`config.mk`:
```
export PLATFORM = sky130hd
export DESIGN_NAME = waveform_generator
export DESIGN_NICKNAME = d
export VERILOG_FILES = /design/src/rtl/waveform_pkg.sv /design/src/rtl/waveform_generator_button.sv /design/src/rtl/waveform_generator.sv
export SDC_FILE = /design/constraint.sdc
export NUM_CORES = 1
export LEC_CHECK = 0
export ABC_AREA = 1
export CAP_MARGIN = 15
export CELL_PAD_IN_SITES_DETAIL_PLACEMENT = 1
export CELL_PAD_IN_SITES_GLOBAL_PLACEMENT = 1
export CORE_ASPECT_RATIO = 0.75
export CORE_MARGIN = 3
export CORE_UTILIZATION = 47
export CTS_BUF_LIST = sky130_fd_sc_hd__clkbuf_4 sky130_fd_sc_hd__clkbuf_8 sky130_fd_sc_hd__clkbuf_16
export CTS_CLUSTER_SIZE = 14
export DETAILED_ROUTE_END_ITERATION = 6
export PLACE_DENSITY_LB_ADDON = 0.15
export SYNTH_ARGS = -nofsm -noshare
export SYNTH_HDL_FRONTEND = slang
export SYNTH_HIERARCHICAL = 1
export SYNTH_SLANG_ARGS = --single-unit
```
`constraint.sdc`:
```
create_clock -name clk -period 8.3 [get_ports clk]
set_input_delay 1.245 -clock clk [delete_from_list [all_inputs] [get_ports clk]]
set_output_delay 1.245 -clock clk [all_outputs]
set_load 0.01 [all_outputs]
```
`src/rtl/waveform_pkg.sv`:
```
// Shared types and default limits for the waveform generator.
package waveform_pkg;

    typedef enum logic [1:0] {
        SQUARE   = 2'd0,
        RAMP     = 2'd1,
        TRIANGLE = 2'd2,
        ZERO     = 2'd3
    } mode_e;

    localparam int SAMPLE_MAX      = 4095;
    localparam int DEF_PERIOD      = 16;
    localparam int DEF_PERIOD_MIN  = 4;
    localparam int DEF_PERIOD_MAX  = 4096;
    localparam int DEF_PERIOD_STEP = 1;
    localparam int DEF_DEBOUNCE    = 4;

endpackage

```
`src/rtl/waveform_generator_button.sv`:
```
// Debounced active-low pushbutton: one step pulse per accepted press.
module button_stepper
    import waveform_pkg::*;
#(
    parameter int DEBOUNCE_CYCLES = DEF_DEBOUNCE
) (
    input  logic clk,
    input  logic reset,
    input  logic btn_n,
    output logic step
);

    localparam int CW = $clog2(DEBOUNCE_CYCLES + 1);
    localparam logic [CW-1:0] LAST = CW'(DEBOUNCE_CYCLES - 1);

    logic [CW-1:0] cnt_q, cnt_d;
    logic          armed_q, armed_d;
    logic          step_q, step_d;

    always_comb begin
        cnt_d   = cnt_q;
        armed_d = armed_q;
        step_d  = 1'b0;
        if (btn_n) begin
            cnt_d   = '0;
            armed_d = 1'b1;
        end else if (armed_q) begin
            if (cnt_q == LAST) begin
                step_d  = 1'b1;
                armed_d = 1'b0;
                cnt_d   = '0;
            end else begin
                cnt_d = cnt_q + 1'b1;
            end
        end
    end

    always_ff @(posedge clk) begin
        if (reset) begin
            cnt_q   <= '0;
            armed_q <= 1'b1;
            step_q  <= 1'b0;
        end else begin
            cnt_q   <= cnt_d;
            armed_q <= armed_d;
            step_q  <= step_d;
        end
    end

    assign step = step_q;

endmodule

```
`src/rtl/waveform_generator.sv`:
```
// Programmable-period sample source; period and shape change only at
// a period boundary so every emitted period is clean.
module waveform_generator
    import waveform_pkg::*;
#(
    parameter int SAMPLE_W        = 12,
    parameter int PERIOD_W        = 32,
    parameter int PERIOD_DEFAULT  = DEF_PERIOD,
    parameter int PERIOD_MIN      = DEF_PERIOD_MIN,
    parameter int PERIOD_MAX      = DEF_PERIOD_MAX,
    parameter int PERIOD_STEP     = DEF_PERIOD_STEP,
    parameter int DEBOUNCE_CYCLES = DEF_DEBOUNCE
) (
    input  logic                clk,
    input  logic                reset,
    input  logic                enable,
    input  logic                pushbuttoni,
    input  logic                pushbuttond,
    input  logic [1:0]          mode,
    output logic [SAMPLE_W-1:0] sample_out,
    output logic                sync,
    output logic [PERIOD_W-1:0] period_active
);

    localparam logic [PERIOD_W-1:0] P_DEF  = PERIOD_W'(PERIOD_DEFAULT);
    localparam logic [PERIOD_W-1:0] P_MIN  = PERIOD_W'(PERIOD_MIN);
    localparam logic [PERIOD_W-1:0] P_MAX  = PERIOD_W'(PERIOD_MAX);
    localparam logic [PERIOD_W-1:0] P_STEP = PERIOD_W'(PERIOD_STEP);
    localparam logic [PERIOD_W-1:0] FULL   =
        PERIOD_W'((longint'(1) << SAMPLE_W) - 1);

    logic [PERIOD_W-1:0] phase_q, phase_d;
    logic [PERIOD_W-1:0] per_q, per_d;
    logic [PERIOD_W-1:0] pend_q, pend_d;
    mode_e               mode_q, mode_d;
    logic [SAMPLE_W-1:0] smp_q, smp_d;
    logic                sync_q, sync_d;
    logic                inc, dec, last;

    button_stepper #(.DEBOUNCE_CYCLES(DEBOUNCE_CYCLES)) u_inc (
        .clk   (clk),
        .reset (reset),
        .btn_n (pushbuttoni),
        .step  (inc)
    );

    button_stepper #(.DEBOUNCE_CYCLES(DEBOUNCE_CYCLES)) u_dec (
        .clk   (clk),
        .reset (reset),
        .btn_n (pushbuttond),
        .step  (dec)
    );

    function automatic logic [SAMPLE_W-1:0] sat(
        input logic [PERIOD_W-1:0] v
    );
        return (v > FULL) ? '1 : v[SAMPLE_W-1:0];
    endfunction

    function automatic logic [SAMPLE_W-1:0] wave(
        input logic [PERIOD_W-1:0] p,
        input logic [PERIOD_W-1:0] per,
        input mode_e               m
    );
        logic [PERIOD_W-1:0] half;
        half = per >> 1;
        case (m)
            SQUARE:   return (p < half) ? '1 : '0;
            RAMP:     return sat(p);
            TRIANGLE: return (p < half) ? sat(p) : sat(per - 1'b1 - p);
            default:  return '0;
        endcase
    endfunction

    assign last = (phase_q == per_q - 1'b1);

    always_comb begin
        phase_d = phase_q;
        per_d   = per_q;
        pend_d  = pend_q;
        mode_d  = mode_q;
        smp_d   = smp_q;
        sync_d  = 1'b0;
        if (enable) begin
            smp_d   = wave(phase_q, per_q, mode_q);
            sync_d  = (phase_q == '0);
            phase_d = last ? '0 : phase_q + 1'b1;
            if (last) begin
                per_d  = pend_q;
                mode_d = mode_e'(mode);
            end
        end
        // Simultaneous up/down presses cancel out.
        if (inc && !dec) begin
            pend_d = (pend_q >= P_MAX - P_STEP) ? P_MAX : pend_q + P_STEP;
        end else if (dec && !inc) begin
            pend_d = (pend_q <= P_MIN + P_STEP) ? P_MIN : pend_q - P_STEP;
        end
    end

    always_ff @(posedge clk) begin
        if (reset) begin
            phase_q <= '0;
            per_q   <= P_DEF;
            pend_q  <= P_DEF;
            mode_q  <= SQUARE;
            smp_q   <= '0;
            sync_q  <= 1'b0;
        end else begin
            phase_q <= phase_d;
            per_q   <= per_d;
            pend_q  <= pend_d;
            mode_q  <= mode_d;
            smp_q   <= smp_d;
            sync_q  <= sync_d;
        end
    end

    assign sample_out    = smp_q;
    assign sync          = sync_q;
    assign period_active = per_q;

endmodule

```
### After elaboration in Yosys (flattened, before gate mapping)

Cells that the tools add are included.

| storage, ports and cells | value |
|---|---|
| register bits after elaboration | 121 |
| input port bits | 7 |
| word-level logic and storage cells | 63 |

| cells by class | value |
|---|---|
| $add $sub $neg | 7 |
| order comparisons | 5 |
| eq/ne operators | 5 |
| mux-type cells | 18 |
| bitwise gates (word level) | 3 |
| reductions and logical operators | 13 |

Operator list:

| cell | count |
|---|---|
| 2-to-1 mux 32 bit | 5 |
| adder 32 x 1 -> 32 bit, second input constant | 2 |
| > comparator 32 x 12 -> 1 bit, second input constant | 2 |
| subtractor 32 x 1 -> 32 bit, second input constant | 2 |
| 2-to-1 mux 12 bit | 4 |
| one-hot mux 12 bit (3 select lines) | 1 |
| equality test 32 bit | 1 |
| greater-or-equal comparator 32 x 12 -> 1 bit, second input constant | 1 |
| less-or-equal comparator 32 x 3 -> 1 bit, second input constant | 1 |
| logical NOT 32 bit | 1 |
| < comparator 32 x 31 -> 1 bit | 1 |
| subtractor 32 bit | 1 |
| adder 3 x 1 -> 3 bit, second input constant | 2 |
| equality test 3 x 2 -> 1 bit, second input constant | 2 |
| 2-to-1 mux 1 bit | 6 |
| 2-to-1 mux 3 bit | 2 |
| OR reduction 2 bit | 3 |
| OR reduction 3 bit | 2 |
| NOT 1 bit | 3 |
| equality test 2 x 1 -> 1 bit, second input constant | 1 |
| equality test 2 bit, second input constant | 1 |
| logical AND 1 bit | 2 |
| logical NOT 1 bit | 2 |
| logical NOT 2 bit | 1 |
| 2 further kinds | 2 |

### Longest topological paths before layout

Gate-level depths: netlist of the first run.

| depth | value |
|---|---|
| word-level depth | 6 |
| gate-level depth with buffers | 33 |
| mapped depth without buffers | 32 |

### By module

The synthesis of the first run kept the hierarchy.

Modules (own cells, without submodules):

| module | instances | cells an instance | area each (um2) | seq. area each (um2) |
|---|---|---|---|---|
| waveform_generator | 1 | 1559 | 9863.2 | 2222.1 |
| button_stepper | 2 | 24 | 187.7 | 100.1 |

### Worst setup path after synthesis of the first run

OpenSTA, ideal clock, no wires.

| timing path | value |
|---|---|
| path kind | reg2reg |
| start point | reg per_q[0] (netlist: period_active[0]) |
| end point | reg smp_q[10] (netlist: sample_out[10]) |
| library setup time | 0.132 ns |
| arrival | 3.584 ns |
| required time | 8.168 ns |
| slack | 4.584 ns |
| stages on the path, launching flop included | 32 |
| clock period less this slack | 3.716 ns |
| cell sequence | dfxtp_1 inv_1 ha_1 nand3_2 nor3_4 nand3_2 nor3_2 inv_2 nor2_2 nand2_1 nor3_2 nand2_1 nor2_2 xor2_1 inv_1 ha_1 nand2_1 nor2_1 nand2_1 nor2_1 nor2_1 nand2_1 nand2_1 nand2_1 nand2_1 nor2_2 buf_4 nand4_1 nand2_1 nand2_1 nand2_1 a21oi_1 |

| between the ends | value |
|---|---|
| cells in the longest elaborated chain, start to end | 6 |

RTL lines:

| element | line | RTL |
|---|---|---|
| start, declared | waveform_generator.sv:33 | `logic [PERIOD_W-1:0] per_q, per_d;` |
| start signal, assigned | waveform_generator.sv:111 | `per_q <= per_d;` |
| subtractor 32 x 1 -> 32 bit * | waveform_generator.sv:70 | `TRIANGLE: return (p < half) ? sat(p) : sat(per - 1'b1 - p);` |
| subtractor 32 bit * | waveform_generator.sv:70 |  |
| > comparator 32 x 12 -> 1 bit | waveform_generator.sv:57 | `return (v > FULL) ? '1 : v[SAMPLE_W-1:0];` |
| 2-to-1 mux 12 bit * | waveform_generator.sv:57 |  |
| 2-to-1 mux 12 bit * | waveform_generator.sv:70 |  |
| one-hot mux 12 bit (3 select lines) * | waveform_generator.sv:67 | `case (m)` |
| end signal, assigned | waveform_generator.sv:114 | `smp_q <= smp_d;` |
| end, declared | waveform_generator.sv:36 | `logic [SAMPLE_W-1:0] smp_q, smp_d;` |

Mark *: on every way between the ends. The rest lies on a longest branch, timed or not.
A chain may end at the register's enable or synchronous reset.

### Final worst setup path of the first run

| timing path | value |
|---|---|
| start point | reg per_q[3] (netlist: period_active[3]) |
| end point | reg per_q[22] (netlist: period_active[22]) |

| between the ends | value |
|---|---|
| cells in the longest elaborated chain, start to end | 3 |

RTL lines:

| element | line | RTL |
|---|---|---|
| subtractor 32 x 1 -> 32 bit | waveform_generator.sv:75 | `assign last = (phase_q == per_q - 1'b1);` |
| equality test 32 bit | waveform_generator.sv:75 |  |
| AND reduction 2 bit (no line) | n/a |  |

No other way between the ends.

==> results of run 1 <==
metrics by stage:
step           area [sq um]  cells
6_report              11600   1945
5_1_grt               11600   1945
4_1_cts               11600   1945
3_5_place_dp          11000   1914
3_3_place_gp          11000   1914
2_1_floorplan         10200   1607
final cells by class:
class	instances	area (sq um)
Clock buffer	18	433
Inverter	281	1060
Sequential cell	121	2420
Fill cell	2966	9700
Tap cell	288	360
Multi-Input combinational cell	1166	6550
Timing Repair Buffer	58	563
Clock inverter	13	201
registers in the layout, indices dropped and copies added, names as in the netlist:
signal and count:
mode_q 2, pend_q 32, period_active 32, phase_q 32
sample_out 12, sync 1, u_dec/armed_q 1, u_dec/cnt_q 3
u_dec/step 1, u_inc/armed_q 1, u_inc/cnt_q 3, u_inc/step 1
routing by layer:
layer / GRT usage [%] / vias to the layer above / part of all wire (%)
met1: 43.2 / 5235 / 48
met4: 8.59 / 0 / 1.9
li1: - / 5260 / -
met5: 0 / - / 0
met3: 5.43 / 48 / 5.5
met2: 49.4 / 253 / 44
worst max-delay path, stage by stage, from the launching register on:
cell and delay [ns]:
sky130_fd_sc_hd__dfxtp_1 0.35, sky130_fd_sc_hd__nor2_1 0.21, sky130_fd_sc_hd__nand2_1 0.19, sky130_fd_sc_hd__nor2_4 0.16, sky130_fd_sc_hd__nand2_2 0.13, sky130_fd_sc_hd__nor3_2 0.40, sky130_fd_sc_hd__nand2_1 0.19, sky130_fd_sc_hd__nor4_1 0.40
sky130_fd_sc_hd__nand3_1 0.17, sky130_fd_sc_hd__xor2_1 0.20, sky130_fd_sc_hd__ha_1 0.39, sky130_fd_sc_hd__nand2_1 0.15, sky130_fd_sc_hd__inv_1 0.17, sky130_fd_sc_hd__nand2_1 0.07, sky130_fd_sc_hd__nor4_1 0.52, sky130_fd_sc_hd__nand4_2 0.29
sky130_fd_sc_hd__nor2_4 0.32, sky130_fd_sc_hd__inv_2 0.41, sky130_fd_sc_hd__o21ai_0 0.37, sky130_fd_sc_hd__a21oi_1 0.07
path summary, 6_finish.rpt:
check	from	to	slack, ns	depth (start not counted)
worst min-delay path	u_inc/cnt_q[2]	u_inc/cnt_q[2]	0.44	2
worst max-delay path	period_active[3]	period_active[22]	2.95	19
worst min register to register	u_inc/cnt_q[2]	u_inc/cnt_q[2]	0.44	2
worst max register to register	period_active[3]	period_active[22]	2.95	19
power groups by stage:
stage	clock network, mW	logic, mW	registers [mW]
2_1_floorplan	0	0.0372	0.607
3_3_place_gp	0	0.0618	0.607
3_5_place_dp	0	0.0636	0.607
4_1_cts	0.835	0.0646	0.594
5_1_grt	0.860	0.0720	0.595
6_report	0.829	0.0651	0.594
cells in the mapped netlist (all sizes together) (2+ instances only):
master  number  share of area [%]
nand3b       5               0.37
clkbuf      18               0.66
xnor2       15                1.3
nand4       45                3.0
a211oi       8               0.59
o21ai       86                4.2
o22ai        2               0.12
nor4        14                1.2
nor2       161                7.2
a21oi      126                6.3
a31oi        6               0.37
o211ai      13               0.95
clkinv       4               0.16
ha          70                8.6
nor3        49                3.0
dfxtp      121                 24
inv        277                 10
a221oi       2               0.17
o221ai       7               0.60
nand3       80                4.4
o21a         3               0.22
nand2      401                 15
xor2        64                5.5
buf         21                1.3
kinds of logic after synthesis:
family | count (synthesis) | synth area share [%]
fa+ha+maj | 71 | 8.75
compound gates | 258 | 13.9
buf+inv | 320 | 12.3
xor+xnor | 79 | 6.76
flops | 121 | 23.7
simple gates | 758 | 34.6
==> impl_metrics.toml, run 1 <==
[status]
status = "completed"

[floorplanning]
fp.dieArea_sq_um = 23600
die_w_um = 176
ios = 52
die_height_um = 134
core_area_sq_um = 21300
initial_core_util_pct = 48.1
std_cell_rows = 46

[sta]
worst_pin_slew_ns = 0.901
post_route_worst_setup_slack_ns = 2.95
finalHoldViolCount = 0
post_layout_minimum_cycle_time_ns = 5.35
final_max_slew_viol_count = 0
setup-violations-final = 0
clock.fmax_mhz = 187
clock_skew_after_layout_ns = 0.00832
min_period_over_period_pct = 64.5
grt_setup_unrepaired = "no"
fin_worst_hold_slack_ns = 0.441
slew_headroom_pct = 39.8
finalSetupTns_ns = 0

[grt]
wire_length_of_the_first_global_routing_pass_um = 58500
grt_max_degree = 61
grt.total_usage_pct = 31.0
first_global_vias = 11200
global_route_congestion_overflow_total = 0
antenna_violations_before_repair = 0

[run]
cap_violations = 0

[cells_and_area]
n_antenna_cell = 0
finalCoreUtilization_pct = 54.4
post_route_cells_drive_above_1_share_pct = 8.09
areaGrowthSynthToFinish_pct = 13.2
most_common_cell_after_layout_fill_and_taps_aside = "sky130_fd_sc_hd__nand2_1"
final_cell_mix = "sky130_fd_sc_hd__nand2_1 (382), sky130_fd_sc_hd__inv_1 (260), sky130_fd_sc_hd__nor2_1 (130), sky130_fd_sc_hd__a21oi_1 (123), sky130_fd_sc_hd__dfxtp_1 (121)"
fin_nets = 1723

[power_and_ir_drop]
share_seq_of_total_power_pct = 39.9
power.density_nw_per_um2 = 128
clockPowerShare_pct = 55.7
p_int_mw = 1.14
netSwitchingFraction_pct = 23.1
vdd.ir_drop.worst_v = 0.000140
netSwitchingPower_uw = 344
comb_power_share_pct = 4.4
cellLeakagePower_nw = 5.73
total_power_mw = 1.49

[cts]
ctsHtreeMaxLevel = 4
cts_tree = "yes"
post_cts.resized_instances = 0
cts-hold-fix-buffers = 0
cts_num_sinks = 121
cts.clk_slew.worst_paths_ns = 0.06
clockBufferDepth = 2
insertion_delay_ns = 0.43
cts_setup_buffers = 0
root_buffer = "sky130_fd_sc_hd__clkbuf_16"
cts_buffers = 17

[placed_design]
port_buffers = 51
place_congestion = 0.935
hpwl_um = 27900
dp_slack_ns = 3.09

[synth]
unique_cell_type_count_in_the_yosys_netlist = 51
number_of_enable_type_register_cells_in_the_synthesized_netlist = 0
synthCells = 1607
synthArstFlopShare_pct = 0
post_synth.cell_area_avg_sq_um = 6.37
synth-seq-area-share_pct = 23.7
ys_warn_count = 6
syn-cell-area_sq_um = 10200
synth-main-ff-cell = "sky130_fd_sc_hd__dfxtp_1"
syn-num-nets = 1685
synth.ff_latch_count = 121

[worst_setup_path]
start_kind = "flip-flop"
timing.critical_path.fanout_max = 60
critPathKind = "reg -> reg"
worst_ep_required_time_ns = 8.58
critical_path.endpoint_type = "flip-flop"
timing.critical_path.arrival_ns = 5.64

[route]
drtAntennaViolNets = 0
drt_wl_total_um = 36100
drt_drc_violations_left = 0
vias = 10800
wire_per_inst_um = 18.6
drt-vias-per-instance = 5.55
initialDrtViolationCount = 822
drt_pre_antenna_iters = 5

[worst_hold_path]
min-delay-path-class = "reg -> reg"
Note: power is estimated with default switching activity, not from simulation.
==> inputs of run 2 (changes only) <==
--- a/config.mk
+++ b/config.mk
@@ -11,7 +11,7 @@
 export CELL_PAD_IN_SITES_GLOBAL_PLACEMENT = 1
 export CORE_ASPECT_RATIO = 0.75
 export CORE_MARGIN = 3
-export CORE_UTILIZATION = 47
+export CORE_UTILIZATION = 40
 export CTS_BUF_LIST = sky130_fd_sc_hd__clkbuf_4 sky130_fd_sc_hd__clkbuf_8 sky130_fd_sc_hd__clkbuf_16
 export CTS_CLUSTER_SIZE = 14
 export DETAILED_ROUTE_END_ITERATION = 6
==> constraint.sdc (replaced) <==
create_clock -name clk -period 4.5 [get_ports clk]
set_input_delay 0.675 -clock clk [delete_from_list [all_inputs] [get_ports clk]]
set_output_delay 0.675 -clock clk [all_outputs]
set_load 0.01 [all_outputs]
==> impl_metrics.toml, run 2 (synthesis results as in run 1) <==
[status]
status = "completed"

[cts]
cts-hold-fix-buffers = 0
insertion_delay_ns = 0.44
ctsHtreeMaxLevel = 4
cts_tree = "yes"
clockBufferDepth = 2
cts_buffers = 17
cts_num_sinks = 121
cts.clk_slew.worst_paths_ns = 0.06
root_buffer = "sky130_fd_sc_hd__clkbuf_16"

[placed_design]
port_buffers = 51
place_congestion = 0.914
hpwl_um = 29000
dpl-instance-area_sq_um = 11300

[power_and_ir_drop]
cellLeakagePower_nw = 5.99
power.density_nw_per_um2 = 226
vdd.ir_drop.worst_v = 0.000287

[grt]
wire_length_of_the_first_global_routing_pass_um = 59000
grt.total_usage_pct = 27.2
antenna_violations_before_repair = 0
grt_max_degree = 46
global_route_congestion_overflow_total = 0
first_global_vias = 10800

[floorplanning]
initial_core_util_pct = 40.8
fp.dieArea_sq_um = 27600
ios = 52
std_cell_rows = 50
die_height_um = 145
die_w_um = 191
core_area_sq_um = 25100

[sta]
setup-violations-final = 0
finalHoldViolCount = 0
clock.fmax_mhz = 225
final_max_slew_viol_count = 0
clock_skew_after_layout_ns = 0.0108
grt_setup_unrepaired = "yes"
worst_pin_slew_ns = 0.874
slew_headroom_pct = 41.5
post_layout_minimum_cycle_time_ns = 4.45
min_period_over_period_pct = 98.9

[worst_setup_path]
path_common_cell = "sky130_fd_sc_hd__nand2_1"
r2r-start = "period_active[1]"
critical_path.reg2reg.endpoint = "sample_out[1]"
timing.critical_path.fanout_max = 6
timing.critical_path.arrival_ns = 4.77
start_kind = "flip-flop"
critPathMaxStageDelay_ns = 0.33
critPathKind = "reg -> reg"
critPathSlowestCell = "sky130_fd_sc_hd__dfxtp_2"
critical_path.endpoint_type = "flip-flop"
r2r_setup_slack_ns = 0.05
worst_ep_required_time_ns = 4.81
r2r_cells = 32

[route]
drt-vias-per-instance = 5.28
vias = 10800
drt_pre_antenna_iters = 5
drt_drc_violations_left = 0
drtAntennaViolNets = 0
drt_wl_total_um = 37200
initialDrtViolationCount = 698
wire_per_inst_um = 18.2

[cells_and_area]
final_cell_mix = "sky130_fd_sc_hd__nand2_1 (374), sky130_fd_sc_hd__inv_1 (256), sky130_fd_sc_hd__nor2_1 (125), sky130_fd_sc_hd__a21oi_1 (119), sky130_fd_sc_hd__dfxtp_1 (119)"
fin_nets = 1767
n_antenna_cell = 0
area_of_all_placed_cells_without_fillers_sq_um = 12300
finalCoreUtilization_pct = 49.2
post_route_cells_drive_above_1_share_pct = 12.5
areaGrowthSynthToFinish_pct = 20.5
most_common_cell_after_layout_fill_and_taps_aside = "sky130_fd_sc_hd__nand2_1"

[worst_hold_path]
whs_endpoint = "u_inc/cnt_q[2]"
worst_hold_path.num_cells = 2
hold_crit_start = "u_inc/cnt_q[2]"
min-delay-path-class = "reg -> reg"

[run]
cap_violations = 0
## run 2: cell type report
type / count / area [sq um]
clock inverters: 14 / 220
flip-flops and latches: 121 / 2420
multi-input cells: 1166 / 6770
clock buffers: 18 / 439
fillers: 3318 / 12700
well taps: 338 / 423
inverters: 281 / 1060
repair buffers: 102 / 995
## run 2: critical path: cells and delay by family (launching register included)
kind | cells | cell delay (ns)
buf+inv | 5 | 0.56
simple gates | 23 | 2.67
fa+ha+maj | 2 | 0.49
compound gates | 2 | 0.25
flops | 1 | 0.33
## run 2: metal layers
metal  vias up  wire, um  GRT usage (%)
li1       5352         -              -
met1      5164     18500           39.1
met2       222     16300           42.4
met3        34      1950           5.43
met4         0       425           5.29
met5         -         0              0
## run 2: worst max path at each step
| stage | start | slack [ns] | endpoint |
|---|---|---|---|
| 2_1_floorplan | period_active[0] | 0.78 | sample_out[10] |
| 3_3_place_gp | period_active[1] | 0.002 | period_active[16] |
| 3_5_place_dp | period_active[1] | -0.11 | sample_out[2] |
| 4_1_cts | period_active[1] | 0.005 | sample_out[4] |
| 5_1_grt | period_active[1] | -0.24 | sample_out[1] |
| 6_report | period_active[1] | 0.05 | sample_out[1] |
## run 2: repair_timing
action / in CTS / in global routing
gates resized for setup: 5 / 51
setup endpoints to repair: 50 / 69
cloned: 0 / 2
pin swaps: 0 / 25
setup buffers: 0 / 13
## run 2: power by group
part	switching (mW)	internal [mW]	total, mW
Sequential	0.0118	1.08	1.10
Combinational	0.0769	0.0493	0.126
Clock	0.567	0.999	1.57
## run 2: metrics by stage
stage | TNS, ns | setup WS (ns) | hold slack (ns) | cells | power [mW]
2_1_floorplan | 0 | 0.784 | 0.417 | 1607 | 1.19
5_1_grt | -2.73 | -0.241 | 0.477 | 2040 | 2.88
4_1_cts | 0 | 0.00497 | 0.443 | 2025 | 2.80
3_5_place_dp | -2.00 | -0.110 | 0.431 | 1993 | 1.24
6_report | 0 | 0.0489 | 0.439 | 2040 | 2.79
3_3_place_gp | 0 | 0.00233 | 0.427 | 1993 | 1.24
